$ cat src/rtl/ex_muldiv.sv
// RV32M multiply/divide unit: one op in flight, valid/ready issue and response.
// Optional restoring divider compiled in with `define EX_MULDIV_DIV_EN.
module ex_muldiv #(
  parameter int XLEN       = 32,
  parameter int MUL_STAGES = 2
) (
  input  logic            clk_in,
  input  logic            rst_n_in,
  input  logic            rdy_in,
  input  logic            flush_in,
  input  logic            req_valid_in,
  output logic            req_ready_out,
  input  logic [2:0]      op_in,
  input  logic [XLEN-1:0] rs1_in,
  input  logic [XLEN-1:0] rs2_in,
  input  logic [4:0]      rd_in,
  output logic            resp_valid_out,
  input  logic            resp_ready_in,
  output logic [4:0]      resp_rd_out,
  output logic [XLEN-1:0] resp_data_out,
  output logic            busy_out,
  output logic [1:0]      dbg_state_out
);

  // Handshake: a request transfers on a rising edge where req_valid_in,
  // req_ready_out and rdy_in are high and flush_in is low; a response
  // transfers where resp_valid_out, resp_ready_in and rdy_in are high.
  // resp_valid_out/resp_rd_out/resp_data_out stay stable until that edge.

  typedef enum logic [1:0] {S_IDLE, S_MUL, S_DIV, S_DONE} state_t;

  localparam int CW = $clog2(XLEN + MUL_STAGES + 1);

  state_t          state_q, state_d;
  logic [CW-1:0]   cnt_q, cnt_d;
  logic [2:0]      op_q, op_d;
  logic [XLEN-1:0] a_q, a_d;
  logic [XLEN-1:0] b_q, b_d;
  logic [4:0]      rd_q, rd_d;
  logic [XLEN-1:0] res_q, res_d;

  // Operands extended to the full product width so one unsigned multiply
  // covers signed, unsigned and mixed-sign variants.
  logic              a_sgn, b_sgn;
  logic [2*XLEN-1:0] a_w, b_w, prod;

  always_comb begin
    a_sgn = (op_q[1:0] == 2'b01) || (op_q[1:0] == 2'b10);
    b_sgn = (op_q[1:0] == 2'b01);
    a_w   = {{XLEN{a_sgn & a_q[XLEN-1]}}, a_q};
    b_w   = {{XLEN{b_sgn & b_q[XLEN-1]}}, b_q};
    prod  = a_w * b_w;
  end

`ifdef EX_MULDIV_DIV_EN
  logic [XLEN-1:0] quo_q, quo_d;
  logic [XLEN-1:0] rem_q, rem_d;
  logic            div_sgn, a_neg, b_neg, in_neg;
  logic [XLEN-1:0] b_mag, q_fix, r_fix;
  logic [XLEN:0]   rem_sh, diff;
  logic [XLEN-1:0] most_neg;

  always_comb begin
    most_neg = {1'b1, {(XLEN-1){1'b0}}};
    div_sgn  = ~op_q[0];
    a_neg    = div_sgn & a_q[XLEN-1];
    b_neg    = div_sgn & b_q[XLEN-1];
    in_neg   = ~op_in[0] & rs1_in[XLEN-1];
    b_mag    = b_neg ? -b_q : b_q;
    rem_sh   = {rem_q, quo_q[XLEN-1]};
    diff     = rem_sh - {1'b0, b_mag};
    q_fix    = (a_neg ^ b_neg) ? -quo_q : quo_q;
    r_fix    = a_neg ? -rem_q : rem_q;
  end
`endif

  always_comb begin
    state_d = state_q;
    cnt_d   = cnt_q;
    op_d    = op_q;
    a_d     = a_q;
    b_d     = b_q;
    rd_d    = rd_q;
    res_d   = res_q;
`ifdef EX_MULDIV_DIV_EN
    quo_d   = quo_q;
    rem_d   = rem_q;
`endif
    if (flush_in) begin
      state_d = S_IDLE;
      cnt_d   = '0;
    end else if (rdy_in) begin
      case (state_q)
        S_IDLE: begin
          if (req_valid_in) begin
            op_d = op_in;
            a_d  = rs1_in;
            b_d  = rs2_in;
            rd_d = rd_in;
            if (op_in[2]) begin
              state_d = S_DIV;
              cnt_d   = '0;
`ifdef EX_MULDIV_DIV_EN
              quo_d   = in_neg ? -rs1_in : rs1_in;
              rem_d   = '0;
`endif
            end else begin
              state_d = S_MUL;
              cnt_d   = CW'(MUL_STAGES - 1);
            end
          end
        end
        S_MUL: begin
          if (cnt_q == '0) begin
            state_d = S_DONE;
            res_d   = (op_q == 3'b000) ? prod[XLEN-1:0] : prod[2*XLEN-1:XLEN];
          end else begin
            cnt_d = cnt_q - CW'(1);
          end
        end
        S_DIV: begin
`ifdef EX_MULDIV_DIV_EN
          if (cnt_q == '0 && b_q == '0) begin
            state_d = S_DONE;
            res_d   = op_q[1] ? a_q : '1;
          end else if (cnt_q == '0 && div_sgn && a_q == most_neg && b_q == '1) begin
            state_d = S_DONE;
            res_d   = op_q[1] ? '0 : a_q;
          end else if (cnt_q == CW'(XLEN)) begin
            // Fix-up cycle: restore signs on the magnitude results.
            state_d = S_DONE;
            cnt_d   = '0;
            res_d   = op_q[1] ? r_fix : q_fix;
          end else begin
            cnt_d = cnt_q + CW'(1);
            if (!diff[XLEN]) begin
              rem_d = diff[XLEN-1:0];
              quo_d = {quo_q[XLEN-2:0], 1'b1};
            end else begin
              rem_d = rem_sh[XLEN-1:0];
              quo_d = {quo_q[XLEN-2:0], 1'b0};
            end
          end
`else
          state_d = S_DONE;
          res_d   = '1;
`endif
        end
        S_DONE: begin
          if (resp_ready_in) state_d = S_IDLE;
        end
        default: state_d = S_IDLE;
      endcase
    end
  end

  always_ff @(posedge clk_in or negedge rst_n_in) begin
    if (!rst_n_in) begin
      state_q <= S_IDLE;
      cnt_q   <= '0;
      op_q    <= '0;
      a_q     <= '0;
      b_q     <= '0;
      rd_q    <= '0;
      res_q   <= '0;
    end else begin
      state_q <= state_d;
      cnt_q   <= cnt_d;
      op_q    <= op_d;
      a_q     <= a_d;
      b_q     <= b_d;
      rd_q    <= rd_d;
      res_q   <= res_d;
    end
  end

`ifdef EX_MULDIV_DIV_EN
  always_ff @(posedge clk_in or negedge rst_n_in) begin
    if (!rst_n_in) begin
      quo_q <= '0;
      rem_q <= '0;
    end else begin
      quo_q <= quo_d;
      rem_q <= rem_d;
    end
  end
`endif

  assign req_ready_out  = rst_n_in & (state_q == S_IDLE);
  assign resp_valid_out = (state_q == S_DONE);
  assign resp_rd_out    = rd_q;
  assign resp_data_out  = res_q;
  assign busy_out       = (state_q != S_IDLE);
  assign dbg_state_out  = state_q;

endmodule

$ cat config.mk
export PLATFORM = sky130hd
export DESIGN_NAME = ex_muldiv
export DESIGN_NICKNAME = d
export VERILOG_FILES = /design/src/rtl/ex_muldiv.sv
export SDC_FILE = /design/constraint.sdc
export NUM_CORES = 2
export LEC_CHECK = 0
export CAP_MARGIN = 15
export CORE_MARGIN = 5
export CORE_UTILIZATION = 45
export CTS_CLUSTER_DIAMETER = 40
export DETAILED_ROUTE_END_ITERATION = 6
export SYNTH_ARGS = -nofsm -noshare
export SYNTH_HDL_FRONTEND = slang
export SYNTH_SLANG_ARGS = --single-unit
export TNS_END_PERCENT = 10
$ cat constraint.sdc
create_clock -name clk_in -period 8.9 [get_ports clk_in]
set_input_delay 1.335 -clock clk_in [delete_from_list [all_inputs] [get_ports clk_in]]
set_output_delay 1.335 -clock clk_in [all_outputs]
set_load 0.01 [all_outputs]
# Yosys cells after proc, flatten, opt, wreduce, memory -nomap -nowiden
# Index checks and enable logic that the tools add are counted.
dict set report totals {
  in_bits 78
  out_inout_bits 42
  reg_bits 112
  word_cells 51
}
dict set report classes {
  n_bitwise 4
  add_sub_neg 1
  mux 16
  mul 1
  n_reduce_logical 12
  n_eq_ne 10
}
# cell n
set ops {}
lappend ops {{33-bit by 33-bit multiplier with 64-bit output} 1}
lappend ops {{32-bit two-way mux} 2}
lappend ops {{32-bit case mux with 2 select lines} 1}
lappend ops {{6-bit two-way mux} 4}
lappend ops {{4-bit AND reduction} 4}
lappend ops {{2-bit two-way mux} 6}
lappend ops {{6-bit case mux with 2 select lines} 1}
lappend ops {{3-bit inequality test (second input constant)} 3}
lappend ops {{2-bit case mux with 4 select lines} 1}
lappend ops {{2-bit equality test (second input constant)} 3}
lappend ops {{6-bit zero test} 1}
lappend ops {{2-bit nonzero test} 3}
lappend ops {{6-bit by 1-bit subtractor with 6-bit output (second input constant)} 1}
lappend ops {{2-bit by 1-bit equality test with 1-bit output (second input constant)} 2}
lappend ops {{1-bit AND} 3}
lappend ops {{3-bit zero test} 1}
lappend ops {{3-bit by 2-bit inequality test with 1-bit output (second input constant)} 1}
lappend ops {{3-bit nonzero test} 1}
lappend ops {{2-bit zero test} 1}
lappend ops {{2-bit inequality test (second input constant)} 1}
lappend ops {{1-bit logical OR} 1}
lappend ops {{1-bit two-way mux} 1}
lappend ops {{1-bit inverter} 1}

# Depth between registers and ports, before layout
dict set report depth {
  depth_word 7
  mapped_depth 33
  ltp_nobuf 30
}

# Worst setup path after synthesis
# Ideal clock, no wire load.
dict set report synth_timing {
  kind {flip-flop to flip-flop}
  start {register op_q[0]}
  end {register res_q[30] (netlist: resp_data_out[30])}
  slack_ps 551
  n_path_buf 2
  required_time_ps 8813
  period_less_slack_ps 8349
  t_arrival_ps 8263
  stages_incl_launch_ff 32
  setup_time_ps 87
  path_cell_list {dfrtp_1 > inv_1 > ha_1 > and2_1 > clkbuf_1 > clkbuf_1 > nand2_1 > inv_1 > fa_1 > inv_1 > fa_1 > inv_1 > fa_1 > fa_1 > inv_1 > fa_1 > inv_1 > fa_1 > inv_1 > fa_1 > fa_1 > inv_1 > ha_1 > a21o_1 > a21o_1 > a21oi_1 > nand3_1 > a311o_1 > nand2_2 > o311ai_1 > mux2_1 > a211oi_2}
}
dict set report synth_via {
  elab_chain_len 7
  word_cells_on_any_way 10
  classes_between {mul: 1; eq/ne: 2; mux: 3; bitwise: 2; reduce/logical: 2}
}
# element line_no
set synth_lines {}
lappend synth_lines {{start: declaration} 36} ;# logic [2:0] op_q, op_d;
lappend synth_lines {{start signal: assignment} 169} ;# op_q <= op_d;
lappend synth_lines {{2-bit by 1-bit equality test with 1-bit output or 2-bit equality test (tied branches)} {48, 49}}
lappend synth_lines {{1-bit logical OR} 48} ;# a_sgn = (op_q[1:0] == 2'b01) || (op_q[1:0] == 2'b10);
lappend synth_lines {{1-bit AND} 50} ;# a_w = {{XLEN{a_sgn & a_q[XLEN-1]}}, a_q};
lappend synth_lines {{33-bit by 33-bit multiplier with 64-bit output} 52} ;# prod = a_w * b_w;
lappend synth_lines {{32-bit two-way mux *} 116} ;# res_d = (op_q == 3'b000) ? prod[XLEN-1:0] : prod[2*XLEN-1:XLEN];
lappend synth_lines {{32-bit two-way mux *} 114} ;# if (cnt_q == '0) begin
lappend synth_lines {{32-bit case mux with 2 select lines *} 93} ;# case (state_q)
lappend synth_lines {{end signal: assignment} 173} ;# res_q <= res_d;
lappend synth_lines {{end: declaration} 40} ;# logic [XLEN-1:0] res_q, res_d;
# Every way passes the cells marked *; elsewhere a longest branch is shown, timed or not. The select of a mux whose other input is x is not followed.
# A chain may end at the register's enable or synchronous reset.

# Worst setup path after layout
# Ends and elaborated chain as after synthesis.

==> impl_metrics.tcl <==
set metrics [dict create \
    endpoint_kind "flip-flop" \
    drt-total-wl_um 118500 \
    nets 6107 \
    layout-drive-gt1-share_pct 5.929 \
    synth-simple-area-share_pct 13.65 \
    dp_worst_setup_slack_ns 0.3871 \
    timing.rr.end "resp_data_out[30]" \
    synth_nets 6090 \
    gp_congestion 0.9215 \
    clock.fmax_ghz 0.1176 \
    ys_ff_latch 112 \
    grt_pass1_wl_um 190900 \
    antenna_found_initial 5 \
    clock_sinks 112 \
    ys.flop_type "dfrtp_1" \
    numPortBuffers 119 \
    synth_adder_area_share_pct 59.06 \
    async_flop_share_pct 100.0 \
    hold_path_depth 1 \
    path_class "flip-flop to flip-flop" \
    routedWlPerCell_um 19.90 \
    rows 113 \
    vias 30770 \
    syn_inst 4667 \
    synth_top_family_by_area "adder cells" \
    avgSynthCellArea_sq_um 9.169 \
    hold_buffers 0 \
    cp.required_ns 9.22 \
    postRouteAntennaNets 0 \
    cp.arrival_ns 8.82 \
    fp.dieW_um 318.4 \
    synthDistinctLibCells 69 \
    grt_max_degree 48 \
    clk_path_buf_depth 2 \
    fp.dieArea_sq_mm 0.1014 \
    relSlewSlack_pct 24.58 \
    diodes 0 \
    cts.htree.levels 3 \
    ys.warnings.count 0 \
    ioPinCount 120 \
    period_needed_ns 8.501 \
    firstDrtPassIters 5 \
    yosysTopAreaCell "fa_1" \
    path_max_fanout 6 \
    numCtsBuffers 9 \
    synthesis.area_sq_mm 0.04279 \
    synthXorXnorAreaFrac_pct 1.494 \
    hp-start "cnt_q[5]" \
    core_sq_mm 0.09473 \
    drv_cap 0 \
    remaining_drc_errors 0 \
    finalHoldViolations 0 \
    worstReg2RegStart "op_q[0]" \
    drv_slew 0 \
    clock_latency_ns 0.42 \
    setup_tns_ns 0 \
    holdCritPathClass "flip-flop to flip-flop" \
    overflow 0 \
    routed_via_density 5.168 \
    synth_area_leaders "fa_1, inv_1, nand2_1" \
    status "completed" \
    dp_hpwl_um 100300 \
    seq_area_frac_synth_pct 6.550 \
    grt_use_total_pct 24.17 \
    hold_end "cnt_q[5]" \
    setup_viol 0 \
    synthToLayoutAreaGrowth_pct 7.775 \
    start_util_pct 45.17 \
    rsz0062_at_grt "no" \
    drt_iter0_markers 1955 \
    grt_pass1_vias 33620 \
    yosysTopAreaCellShare_pct 52.63 \
    cts_tree "done" \
    synth_edf_count 0 \
    cts-root-buf "clkbuf_16" \
    clk_pin_slew_ns 0.10 \
    worst_slack_ns 0.3986 \
    worstMarginPinSlew_ns 1.128 \
    r2r_cells 27 \
    period_share_pct 95.52 \
    cp-start-kind "flip-flop" \
    synth_compound_area_share_pct 4.374 \
    fin_worst_skew_ns 0.02211 \
    synth_mux_area_share_pct 1.968 \
    rrSetupSlack_ns 0.40 \
    dieHeight_um 318.4 \
]
## worst max-delay path by stage
| stage | from | slack, ns | depth (start not counted) | to |
|---|---|---|---|---|
| floorplan | op_q[0] | 0.55 | 31 | resp_data_out[30] |
| global placement | op_q[0] | 0.47 | 24 | resp_data_out[30] |
| detailed placement | op_q[0] | 0.39 | 28 | resp_data_out[30] |
| CTS | op_q[0] | 0.33 | 28 | resp_data_out[30] |
| global route | op_q[0] | 0.006 | 29 | resp_data_out[27] |
| finish | op_q[0] | 0.40 | 27 | resp_data_out[30] |
## per-stage QoR
step                      cells  area [sq um]  util [%]  hold slack, ns
after floorplan            4667         42790         -          0.4516
after global placement     5935         45760     48.30          0.4805
after detailed placement   5935         45760     48.30          0.4849
after CTS                  5951         46060     48.63          0.4999
after global routing       5954         46120     48.68          0.5287
final                      5954         46120     48.68          0.4949
## layer usage
layer	track usage, %	routed length, um	up-vias
li1	-	-	13400
met3	3.495	7089	212
met4	8.264	4973	4
met5	0	23	-
met1	31.75	47370	16200
met2	41.42	59050	946
## worst max-delay path, stage by stage (launching register included)
cell and delay, ns:
dfrtp_1 0.38, inv_1 0.05, ha_1 0.30, and2_2 0.26, nand2_1 0.12, inv_1 0.11
fa_1 0.58, fa_1 0.57, fa_1 0.70, clkinvlp_4 0.25, buf_4 0.22, fa_1 0.47
fa_1 0.50, fa_1 0.56, fa_1 0.43, fa_1 0.50, inv_1 0.04, ha_1 0.33
a21o_1 0.22, a21o_1 0.19, a21o_1 0.20, inv_1 0.06, nand3_1 0.09, a311o_1 0.44
nand2_2 0.13, o311ai_1 0.13, mux2_1 0.35, a211oi_2 0.21
## layout make-up
class                           instances  area, sq um
Clock buffer                            9        225.2
Multi-Input combinational cell       3086        34480
Fill cell                            9080        48610
Timing Repair Buffer                  269         2401
Inverter                             1206         4534
Clock inverter                          7        82.58
Tap cell                             1265         1583
Sequential cell                       112         2808
## cells in the mapped netlist, drive strengths merged, types with 11 or more instances
library cell and instances:
clkbuf 258, o21ai 62, a211oi 11, mux2 73, nand4 13, inv 1206
nor3 14, dfrtp 112, nor2 86, fa 1125, or2 11, a21oi 97
and3 27, ha 220, nand3 17, o22ai 14, xor2 30, nand2 832
and2 275, xnor2 43, a21o 35
## kinds of logic after synthesis
family                   Yosys count
AO/OA/AOI/OAI                    289
flip-flops                       112
XOR/XNOR                          73
buffers and inverters           1469
multiplexers                      75
AND/OR/NAND/NOR                 1304
adder cells (fa/ha/maj)         1345
## cell usage in the layout (no fill, tap or decap), types with 4 or more instances in the layout
cell             count
o21a_1               5
and3_1              27
ha_1               220
buf_12               5
a41oi_1              4
a211oi_1             8
xor2_1              30
nor3_1              13
nor2b_1              9
nand3_1             16
o21bai_1             8
mux2_2              72
a31oi_1              8
xnor2_1             43
nand2b_1             7
o22ai_1             14
inv_1             1204
nand2_1            831
nor2_1              86
and2_1             274
fa_1              1124
dfrtp_2              4
or3_1                5
nand4_1             13
a21o_1              35
a21oi_1             94
dfrtp_1            108
o211ai_1             9
o21ai_0             52
or2_2               10
clkbuf_16            9
clkdlybuf4s50_1    118
o21ai_1              9
buf_4              144
## timing repair
item | CTS | global route
resized for setup | 0 | 4
endpoints found under the setup margin | 0 | 5
setup buffers | 0 | 2
## sequential cells by signal (all words and copies together), names as in the netlist
| register | flops |
|---|---|
| a_q | 32 |
| b_q | 32 |
| resp_data_out | 32 |
| cnt_q | 6 |
| resp_rd_out | 5 |
| op_q | 3 |
| dbg_state_out | 2 |
Power is not shown: default switching activity piles up to over one toggle a cycle in this logic, so the estimate is an artifact.
